[src/rtl/fir_mac_sequencer.sv]
// fir_mac_sequencer: serial FIR that reuses one signed multiplier and one
// accumulator across every tap. Samples arrive on a valid/ready handshake and
// go into a circular history buffer. Each MAC pass takes NumTaps cycles. The
// result is truncated and saturated to InputLengthBits.
//
// Ports
//   clk             clock
//   rst             synchronous active-high reset
//   in_valid        sample offered
//   in_ready        sample accepted when high (IDLE only)
//   in              signed input sample
//   coeff_wr_en     coefficient write strobe
//   coeff_wr_addr   tap index to write
//   coeff_wr_data   signed coefficient value
//   coeff_wr_ready  coefficient write accepted when high (IDLE only)
//   out_valid       one-cycle pulse per result
//   out             signed filtered sample, held between pulses
module fir_mac_sequencer #(
   parameter int unsigned InputLengthBits       = 8,
   parameter int unsigned CoefficientLengthBits = 10,
   parameter int unsigned AccumulatorLengthBits = 20,
   parameter int unsigned NumTaps               = 3,
   parameter int unsigned OutputTruncationBits  = 10,
   parameter int          Coefficients [NumTaps] = '{-300, 511, 300},
   localparam int unsigned AddrW = (NumTaps > 1) ? $clog2(NumTaps) : 1
) (
   input  logic                                    clk,
   input  logic                                    rst,
   input  logic                                    in_valid,
   output logic                                    in_ready,
   input  logic signed [InputLengthBits-1:0]       in,
   input  logic                                    coeff_wr_en,
   input  logic        [AddrW-1:0]                 coeff_wr_addr,
   input  logic signed [CoefficientLengthBits-1:0] coeff_wr_data,
   output logic                                    coeff_wr_ready,
   output logic                                    out_valid,
   output logic signed [InputLengthBits-1:0]       out
);

   localparam int unsigned InW   = InputLengthBits;
   localparam int unsigned CoefW = CoefficientLengthBits;
   localparam int unsigned AccW  = AccumulatorLengthBits;
   localparam int unsigned ProdW = InputLengthBits + CoefficientLengthBits;
   localparam int unsigned TopBitsToDrop =
      AccumulatorLengthBits - InputLengthBits - OutputTruncationBits;
   localparam logic [AddrW-1:0] LastTap = AddrW'(NumTaps - 1);
   localparam logic signed [InW-1:0] OutMax = {1'b0, {(InW-1){1'b1}}};
   localparam logic signed [InW-1:0] OutMin = {1'b1, {(InW-1){1'b0}}};

   // Reject configurations that cannot work.
   if (NumTaps < 1) begin : g_err_taps
      $error("fir_mac_sequencer: NumTaps must be at least 1");
   end
   if (AccumulatorLengthBits < InputLengthBits + OutputTruncationBits) begin : g_err_acc
      $error("fir_mac_sequencer: accumulator narrower than input plus truncation bits");
   end

   typedef enum logic [1:0] {
      ST_IDLE,
      ST_MAC,
      ST_DONE
   } state_e;

   state_e                  state_q, state_d;
   logic signed [AccW-1:0]  acc_q, acc_d;
   logic [AddrW-1:0]        k_q, k_d;
   logic [AddrW-1:0]        wr_ptr_q, wr_ptr_d;
   logic signed [InW-1:0]   hist_q [NumTaps];
   logic signed [InW-1:0]   hist_d [NumTaps];
   logic signed [CoefW-1:0] coeff_q [NumTaps];
   logic signed [CoefW-1:0] coeff_d [NumTaps];
   logic signed [InW-1:0]   out_q, out_d;
   logic                    out_valid_q, out_valid_d;
   logic                    ready_q, ready_d;

   logic [AddrW-1:0]        rd_idx_c;
   logic signed [ProdW-1:0] prod_c;
   logic [TopBitsToDrop:0]  top_c;
   logic signed [InW-1:0]   sat_c;
   logic                    coeff_addr_ok_c;

   // History index for tap k: (wr_ptr - k) mod NumTaps, k never exceeds NumTaps-1.
   always_comb begin
      if (wr_ptr_q >= k_q) begin
         rd_idx_c = wr_ptr_q - k_q;
      end else begin
         rd_idx_c = AddrW'(NumTaps) + wr_ptr_q - k_q;
      end
   end

   // Full-precision signed product of the selected sample and coefficient.
   assign prod_c = ProdW'(hist_q[rd_idx_c]) * ProdW'(coeff_q[k_q]);

   // Truncate toward -inf, saturate when the dropped top bits are not a sign extension.
   assign top_c = acc_q[AccW-1 -: TopBitsToDrop+1];
   always_comb begin
      if ((&top_c) || !(|top_c)) begin
         sat_c = acc_q[AccW-1-TopBitsToDrop : OutputTruncationBits];
      end else if (acc_q[AccW-1]) begin
         sat_c = OutMin;
      end else begin
         sat_c = OutMax;
      end
   end

   assign coeff_addr_ok_c = (32'(coeff_wr_addr) < NumTaps);

   // Next-state and datapath control.
   always_comb begin
      state_d     = state_q;
      acc_d       = acc_q;
      k_d         = k_q;
      wr_ptr_d    = wr_ptr_q;
      hist_d      = hist_q;
      coeff_d     = coeff_q;
      out_d       = out_q;
      out_valid_d = 1'b0;

      case (state_q)
         ST_IDLE: begin
            if (coeff_wr_en && coeff_addr_ok_c) begin
               coeff_d[coeff_wr_addr] = coeff_wr_data;
            end
            if (in_valid) begin
               hist_d[wr_ptr_q] = in;
               acc_d            = '0;
               k_d              = '0;
               state_d          = ST_MAC;
            end
         end
         ST_MAC: begin
            acc_d = acc_q + AccW'(prod_c);
            if (k_q == LastTap) begin
               state_d = ST_DONE;
            end else begin
               k_d = k_q + AddrW'(1);
            end
         end
         ST_DONE: begin
            out_d       = sat_c;
            out_valid_d = 1'b1;
            wr_ptr_d    = (wr_ptr_q == LastTap) ? '0 : wr_ptr_q + AddrW'(1);
            state_d     = ST_IDLE;
         end
         default: begin
            state_d = ST_IDLE;
         end
      endcase

      ready_d = (state_d == ST_IDLE);
   end

   // State and datapath registers; reset also restores history and coefficients.
   always_ff @(posedge clk) begin
      if (rst) begin
         state_q     <= ST_IDLE;
         acc_q       <= '0;
         k_q         <= '0;
         wr_ptr_q    <= '0;
         out_q       <= '0;
         out_valid_q <= 1'b0;
         ready_q     <= 1'b1;
         for (int i = 0; i < int'(NumTaps); i++) begin
            hist_q[i]  <= '0;
            coeff_q[i] <= CoefW'(Coefficients[i]);
         end
      end else begin
         state_q     <= state_d;
         acc_q       <= acc_d;
         k_q         <= k_d;
         wr_ptr_q    <= wr_ptr_d;
         out_q       <= out_d;
         out_valid_q <= out_valid_d;
         ready_q     <= ready_d;
         hist_q      <= hist_d;
         coeff_q     <= coeff_d;
      end
   end

   assign in_ready       = ready_q;
   assign coeff_wr_ready = ready_q;
   assign out_valid      = out_valid_q;
   assign out            = out_q;

endmodule

[config.mk]
export PLATFORM = sky130hd
export DESIGN_NAME = fir_mac_sequencer
export DESIGN_NICKNAME = d
export VERILOG_FILES = /design/src/rtl/fir_mac_sequencer.sv
export SDC_FILE = /design/constraint.sdc
export NUM_CORES = 1
export LEC_CHECK = 0
export ABC_CLOCK_PERIOD_IN_PS = 17200
export CAP_MARGIN = 40
export CORE_ASPECT_RATIO = 0.7
export CORE_MARGIN = 2
export CORE_UTILIZATION = 57
export CTS_BUF_LIST = sky130_fd_sc_hd__clkbuf_4 sky130_fd_sc_hd__clkbuf_8 sky130_fd_sc_hd__clkbuf_16
export DETAILED_ROUTE_END_ITERATION = 6
export PLACE_DENSITY_LB_ADDON = 0.1
export SKIP_CTS_REPAIR_TIMING = 1
export SKIP_LAST_GASP = 1
export SLEW_MARGIN = 20
export SYNTH_ARGS = -nofsm -noshare
export SYNTH_HDL_FRONTEND = slang
export SYNTH_SLANG_ARGS = --single-unit
[constraint.sdc]
create_clock -name clk -period 17.2 [get_ports clk]
set_input_delay 1.72 -clock clk [delete_from_list [all_inputs] [get_ports clk]]
set_output_delay 1.72 -clock clk [all_outputs]
set_load 0.02 [all_outputs]
==> reports/results.ini, run 1 <==
[yosys]
yosys.area.top_type_share_pct = 25.2
synth_cells = 815
synth-seq-cells = 90
ys_warn_count = 0
synth_flop_cell = dfxtp_1
synth_cell_types = 52
yosys-top-cells-area = fa_1 (25%), dfxtp_1 (24%), ha_1 (8.3%), mux2i_1 (6.5%), nor2_1 (6.1%)
synth-seq-area-share_pct = 23.9
synth_top_area_cell = fa_1
postSynth.asyncResetShare_pct = 0
syn-cell-area_mm2 = 0.00754
syn-num-nets = 984
syn-mean-instance-area_um2 = 9.25
synth_edf_count = 0

[timing]
rsz0062_at_grt = no
worstMarginPinSlew_ns = 0.929
maxSlewHeadroom_pct = 38.1
post-route-period-util_pct = 45.7
fmax_ghz = 0.127
setup_viol = 0
maxSlewViolCount = 0
clock_skew_ns = 0.0109
tns_ns = 0
finalCriticalPeriod_ns = 7.86
finalWorstSetupSlack_ns = 9.34
hold_viol_final = 0
whs_ns = 0.459

[floorplan]
die_h_um = 100
die-area_mm2 = 0.0142
num_rows = 35
initial_core_util_pct = 57.8
boundaryPins = 35
core_mm2 = 0.0131
die_x_um = 141

[route]
drc_errors = 0
firstDrtPassIters = 5
ant_nets = 0
first_iter_violations = 355
drt-wirelength-per-cell_um = 17.0
vias_per_cell = 5.65
drt-total-wl_um = 17200
vias = 5730

[placed_design]
hpwl_um = 13800
place_area_mm2 = 0.00803
portBuffers = 34
dp_slack_ns = 9.33
place_congestion = 0.882
dp_cells = 996

[global_routing]
grt_most_used_layer = met2
grt_pass1_vias = 5893
grtUsageTotal_pct = 26.4
grt-ovfl-total = 0
antenna_found_initial = 0
grt_use_met1_pct = 37.8
grt_max_degree = 83
global_route.usage.met2_pct = 42.7
grtUsageMet3_pct = 5.10
grt_pass1_wl_um = 29300

[final_layout]
area_growth_pct = 10.9
final_util_pct = 64.1
final_common_cell = nor2_1
fin_cells = 1014
layout.area.seq_mm2 = 0.00180
drive_gt1_share_pct = 4.72
fin_nets = 1012
fill_cells = 1107
final_cell_mix = nor2_1 (122), inv_1 (106), fa_1 (95)
multi_input_area_mm2 = 0.00520
stdcell_area_mm2 = 0.00836
antenna_cells = 0

[clock_network]
cts_made_buffers = 9
cts_tree = yes
htree_levels = 3
cts.clk_slew.worst_paths_ns = 0.07
clock_latency_ns = 0.34
cts-root-buf = clkbuf_16
clkSinkCount = 90
clk_path_buf_depth = 2

[setup_path]
end_kind = register
r2r_setup_slack_ns = 9.34
crit_chain = ha_1 > fa_1 > inv_1 > o21ai_1 > a311oi_2 > and2_1 > o2bb2ai_2 > and2_1 > fa_1 > fa_1 > fa_1 > fa_1 > ha_1 > ha_1 > a2111oi_2 > o21ai_1 > a211o_1 > and3b_1 > or3_1 > nand3_1
critPathSlowestCell = dfxtp_1
setup.worst_path.start_class = register
crit_arrival_ns = 8.14
max_stage_delay_ns = 0.65
crit_top_cell = fa_1
r2r-end = acc_q[19]$_SDFFE_PP0P_
cp.depth = 20
worstPathRequired_ns = 17.48
cpLargestDelayFamily = adder cells
reg2reg_from = k_q[0]$_SDFFE_PP0P_
r2r_cells = 20
criticalPathCategory = reg -> reg
crit_buf_inv = 1
crit_fanout = 16

[run_status]
status = finished, final reports clean

[power_and_ir_drop]
p_leak_nw = 3.98
ir_worst_vdd_mv = 0.0635
p_per_area_mw_per_mm2 = 99.9
fin_total_pwr_mw = 0.836

[worst_hold_path]
whs_path_depth = 2
min_to = coeff_q[6]$_SDFFE_PP0P_
hold_class = reg -> reg
hp-start = coeff_q[6]$_SDFFE_PP0P_

[flow_run]
drv_cap = 0

-- cell families after synthesis --
family,share of synthesized area (%)
compound gates,11.9
simple gates,14.8
flops,23.9
xor+xnor,2.09
buf+inv,7.22
fa+ha+maj,33.5
mux,6.50
-- registers in the layout (all words and copies together), names as in the netlist --
name            count
coeff_wr_ready      1
out                 8
hist_q             24
acc_q              20
k_q                 2
out_valid           1
state_q             2
coeff_q            30
wr_ptr_q            2
-- cells in the mapped netlist (15+ instances only) --
cell type,n
nor2_1,122
mux2i_1,49
a211o_1,15
ha_1,50
nand2_1,47
clkbuf_1,19
fa_1,95
dfxtp_1,90
xnor2_1,17
inv_1,106
nor2b_1,22
a21oi_1,42
-- worst max-delay path by stage --
| stage | slack [ns] | to | start |
|---|---|---|---|
| final | 9.34 | acc_q[19]$_SDFFE_PP0P_ | k_q[0]$_SDFFE_PP0P_ |
| after global routing | 8.87 | acc_q[19]$_SDFFE_PP0P_ | k_q[0]$_SDFFE_PP0P_ |
| after CTS | 9.29 | acc_q[19]$_SDFFE_PP0P_ | k_q[1]$_SDFFE_PP0P_ |
| after detailed placement | 9.33 | acc_q[19]$_SDFFE_PP0P_ | k_q[1]$_SDFFE_PP0P_ |
| after global placement | 9.54 | acc_q[19]$_SDFFE_PP0P_ | k_q[1]$_SDFFE_PP0P_ |
| after floorplan | 9.99 | acc_q[19]$_SDFFE_PP0P_ | k_q[1]$_SDFFE_PP0P_ |
-- layer usage --
metal | wire, µm | up-vias | part of all wire (%)
met3 | 1070 | 14 | 6.2
li1 | - | 2712 | -
met2 | 7770 | 159 | 45
met5 | 0 | - | 0
met1 | 8240 | 2845 | 48
met4 | 144 | 0 | 0.84
-- tightest hold or removal path: cells and delay by family, from the launching register on --
family	cells	cell delay [ns]
simple gates	1	0.05
flops	1	0.31
compound gates	1	0.05
-- area by class of cell --
class | count | area share, %
Tap cell | 166 | 2.48
Sequential cell | 90 | 21.5
Clock inverter | 6 | 0.673
Inverter | 106 | 4.76
Clock buffer | 10 | 2.86
Timing Repair Buffer | 46 | 5.50
Multi-Input combinational cell | 590 | 62.2
-- where the power goes --
| part | switching [mW] | internal [mW] |
|---|---|---|
| Clock | 0.0932 | 0.105 |
| Combinational | 0.226 | 0.169 |
| Sequential | 0.0202 | 0.223 |
| Total | 0.339 | 0.497 |
Note: power is estimated with default switching activity, not from simulation.
==> run 2: changes to the inputs <==
- ABC_CLOCK_PERIOD_IN_PS: 17200 -> 7300
- clock period: 17.2 -> 7.3 ns (I/O delays scaled with it)
==> reports/results.ini, run 2 (same netlist as run 1, synthesis figures left out) <==
[timing]
worstMarginPinSlew_ns = 0.866  ; -0.0621 ns
rsz0062_at_grt = no
post-route-period-util_pct = 92.8  ; +47 points
finalWorstSetupSlack_ns = 0.525  ; -8.82 ns
maxSlewHeadroom_pct = 42.1  ; +4.0 points
hold_viol_final = 0  ; unchanged
maxSlewViolCount = 0  ; unchanged
finalCriticalPeriod_ns = 6.78  ; -1.08 ns
fmax_ghz = 0.148  ; +16%
tns_ns = 0  ; unchanged
setup_viol = 0  ; unchanged
clock_skew_ns = 0.00852  ; -0.00237 ns

[floorplan]
num_rows = 35  ; unchanged
die_x_um = 141  ; unchanged
core_mm2 = 0.0131  ; unchanged
die-area_mm2 = 0.0142  ; unchanged
initial_core_util_pct = 57.8  ; unchanged
die_h_um = 100  ; unchanged
boundaryPins = 35  ; unchanged

[setup_path]
criticalPathCategory = reg -> reg
reg2reg_from = wr_ptr_q[0]$_SDFFE_PP0P_
setup.worst_path.start_class = register
r2r_setup_slack_ns = 0.52  ; -8.82 ns
crit_fanout = 10  ; -6
r2r_cells = 24  ; +20%
r2r-end = acc_q[19]$_SDFFE_PP0P_
end_kind = register
crit_arrival_ns = 7.07  ; -1.07 ns
worstPathRequired_ns = 7.60  ; -9.88 ns

[final_layout]
regMostFlops = coeff_q
area_growth_pct = 12.0
final_util_pct = 64.7  ; +0.64 points
fin_cells = 1022  ; +0.79%
largest_register_ffs = 30  ; unchanged
reg.largest.list = coeff_q: 30 flops, hist_q: 24 flops, acc_q: 20 flops
drive_gt1_share_pct = 5.96  ; +1.2 points
antenna_cells = 0  ; unchanged
final_cell_mix = nor2_1 (122), inv_1 (106), fa_1 (95)
final_common_cell = nor2_1
fin_nets = 1020  ; +0.79%

[worst_hold_path]
min_to = out[7]$_SDFFE_PP0P_
hold_class = reg -> reg
whs_path_depth = 2  ; unchanged
hp-start = out[7]$_SDFFE_PP0P_

[power_and_ir_drop]
p_per_area_mw_per_mm2 = 234  ; +130%
ir_worst_vdd_mv = 0.116  ; +82%
p_leak_nw = 4.02  ; +1.2%

[clock_network]
htree_levels = 3  ; unchanged
cts_made_buffers = 9  ; unchanged
clkSinkCount = 90  ; unchanged
cts.clk_slew.worst_paths_ns = 0.07  ; about the same
clk_path_buf_depth = 2  ; unchanged
cts_tree = yes
cts-root-buf = clkbuf_16
clock_latency_ns = 0.35  ; about the same

[global_routing]
grt_pass1_wl_um = 29100  ; -0.68%
grt_pass1_vias = 5857  ; -0.61%
grtUsageTotal_pct = 26.4  ; about the same
grt_max_degree = 83  ; unchanged
antenna_found_initial = 0  ; unchanged
grt-ovfl-total = 0  ; unchanged

[route]
drc_errors = 0  ; unchanged
firstDrtPassIters = 5  ; unchanged
vias_per_cell = 5.68  ; +0.45%
first_iter_violations = 369  ; +3.9%
vias = 5801  ; +1.2%
drt-total-wl_um = 17500  ; +1.8%
ant_nets = 0  ; unchanged
drt-wirelength-per-cell_um = 17.2  ; +1.0%

[placed_design]
dp_slack_ns = 0.429  ; -8.90 ns
hpwl_um = 13500  ; -1.8%
dp_cells = 1004  ; +0.80%
portBuffers = 34  ; unchanged
place_congestion = 0.960  ; +8.9%

[flow_run]
drv_cap = 0  ; unchanged

[run_status]
status = finished, final reports clean

==> run 2: worst max-delay path by stage <==
stage | startpoint | cells past startpoint | end
2_1_floorplan | k_q[1]$_SDFFE_PP0P_ | 24 | acc_q[19]$_SDFFE_PP0P_
3_3_place_gp | wr_ptr_q[0]$_SDFFE_PP0P_ | 24 | acc_q[19]$_SDFFE_PP0P_
3_5_place_dp | wr_ptr_q[0]$_SDFFE_PP0P_ | 24 | acc_q[19]$_SDFFE_PP0P_
4_1_cts | wr_ptr_q[0]$_SDFFE_PP0P_ | 23 | acc_q[19]$_SDFFE_PP0P_
5_1_grt | wr_ptr_q[0]$_SDFFE_PP0P_ | 23 | acc_q[19]$_SDFFE_PP0P_
6_report | wr_ptr_q[0]$_SDFFE_PP0P_ | 24 | acc_q[19]$_SDFFE_PP0P_
==> run 2: worst max-delay path, cell delays in order, from the launching register on <==
cell	delay (ns)
dfxtp_1	0.38
inv_1	0.10
ha_1	0.20
fa_1	0.44
o21ai_0	0.20
buf_4	0.22
mux2i_1	0.25
nor2_1	0.10
a21oi_4	0.29
nand2b_1	0.18
fa_1	0.45
fa_1	0.49
inv_1	0.05
fa_1	0.51
fa_1	0.54
inv_1	0.05
fa_1	0.53
inv_1	0.04
ha_1	0.26
a2111oi_2	0.29
o21ai_1	0.23
a211o_1	0.32
and3b_1	0.18
or3_1	0.34
nand3_1	0.08
==> run 2: per-stage QoR <==
step	hold WS [ns]	power [mW]	area (µm²)
4_1_cts	0.458	1.98	8390
6_report	0.453	1.98	8450
2_1_floorplan	0.436	1.27	7540
3_5_place_dp	0.452	1.48	8090
3_3_place_gp	0.441	1.47	8060
5_1_grt	0.480	2.13	8450
==> run 2: layer usage <==
layer | part of all wire (%) | GRT usage [%] | up-vias
met3 | 6.3 | 6.30 | 17
met5 | 0 | 0 | -
met2 | 44 | 42.2 | 172
li1 | - | - | 2728
met1 | 49 | 37.3 | 2884
met4 | 0.99 | 4.85 | 0
==> run 2: power by group <==
| part | leakage (nW) | internal (mW) | switching [mW] |
|---|---|---|---|
| clock | 0.147 | 0.241 | 0.231 |
| combinational | 3.15 | 0.403 | 0.538 |
| sequential | 0.732 | 0.525 | 0.0410 |
| total | 4.02 | 1.17 | 0.810 |
==> run 2: final cells by class <==
type | count | area, µm²
Clock buffer | 9 | 225
Clock inverter | 7 | 75.1
Fill cell | 1061 | 4600
Inverter | 106 | 398
Multi-Input combinational cell | 590 | 5230
Sequential cell | 90 | 1800
Tap cell | 166 | 208
Timing Repair Buffer | 54 | 513
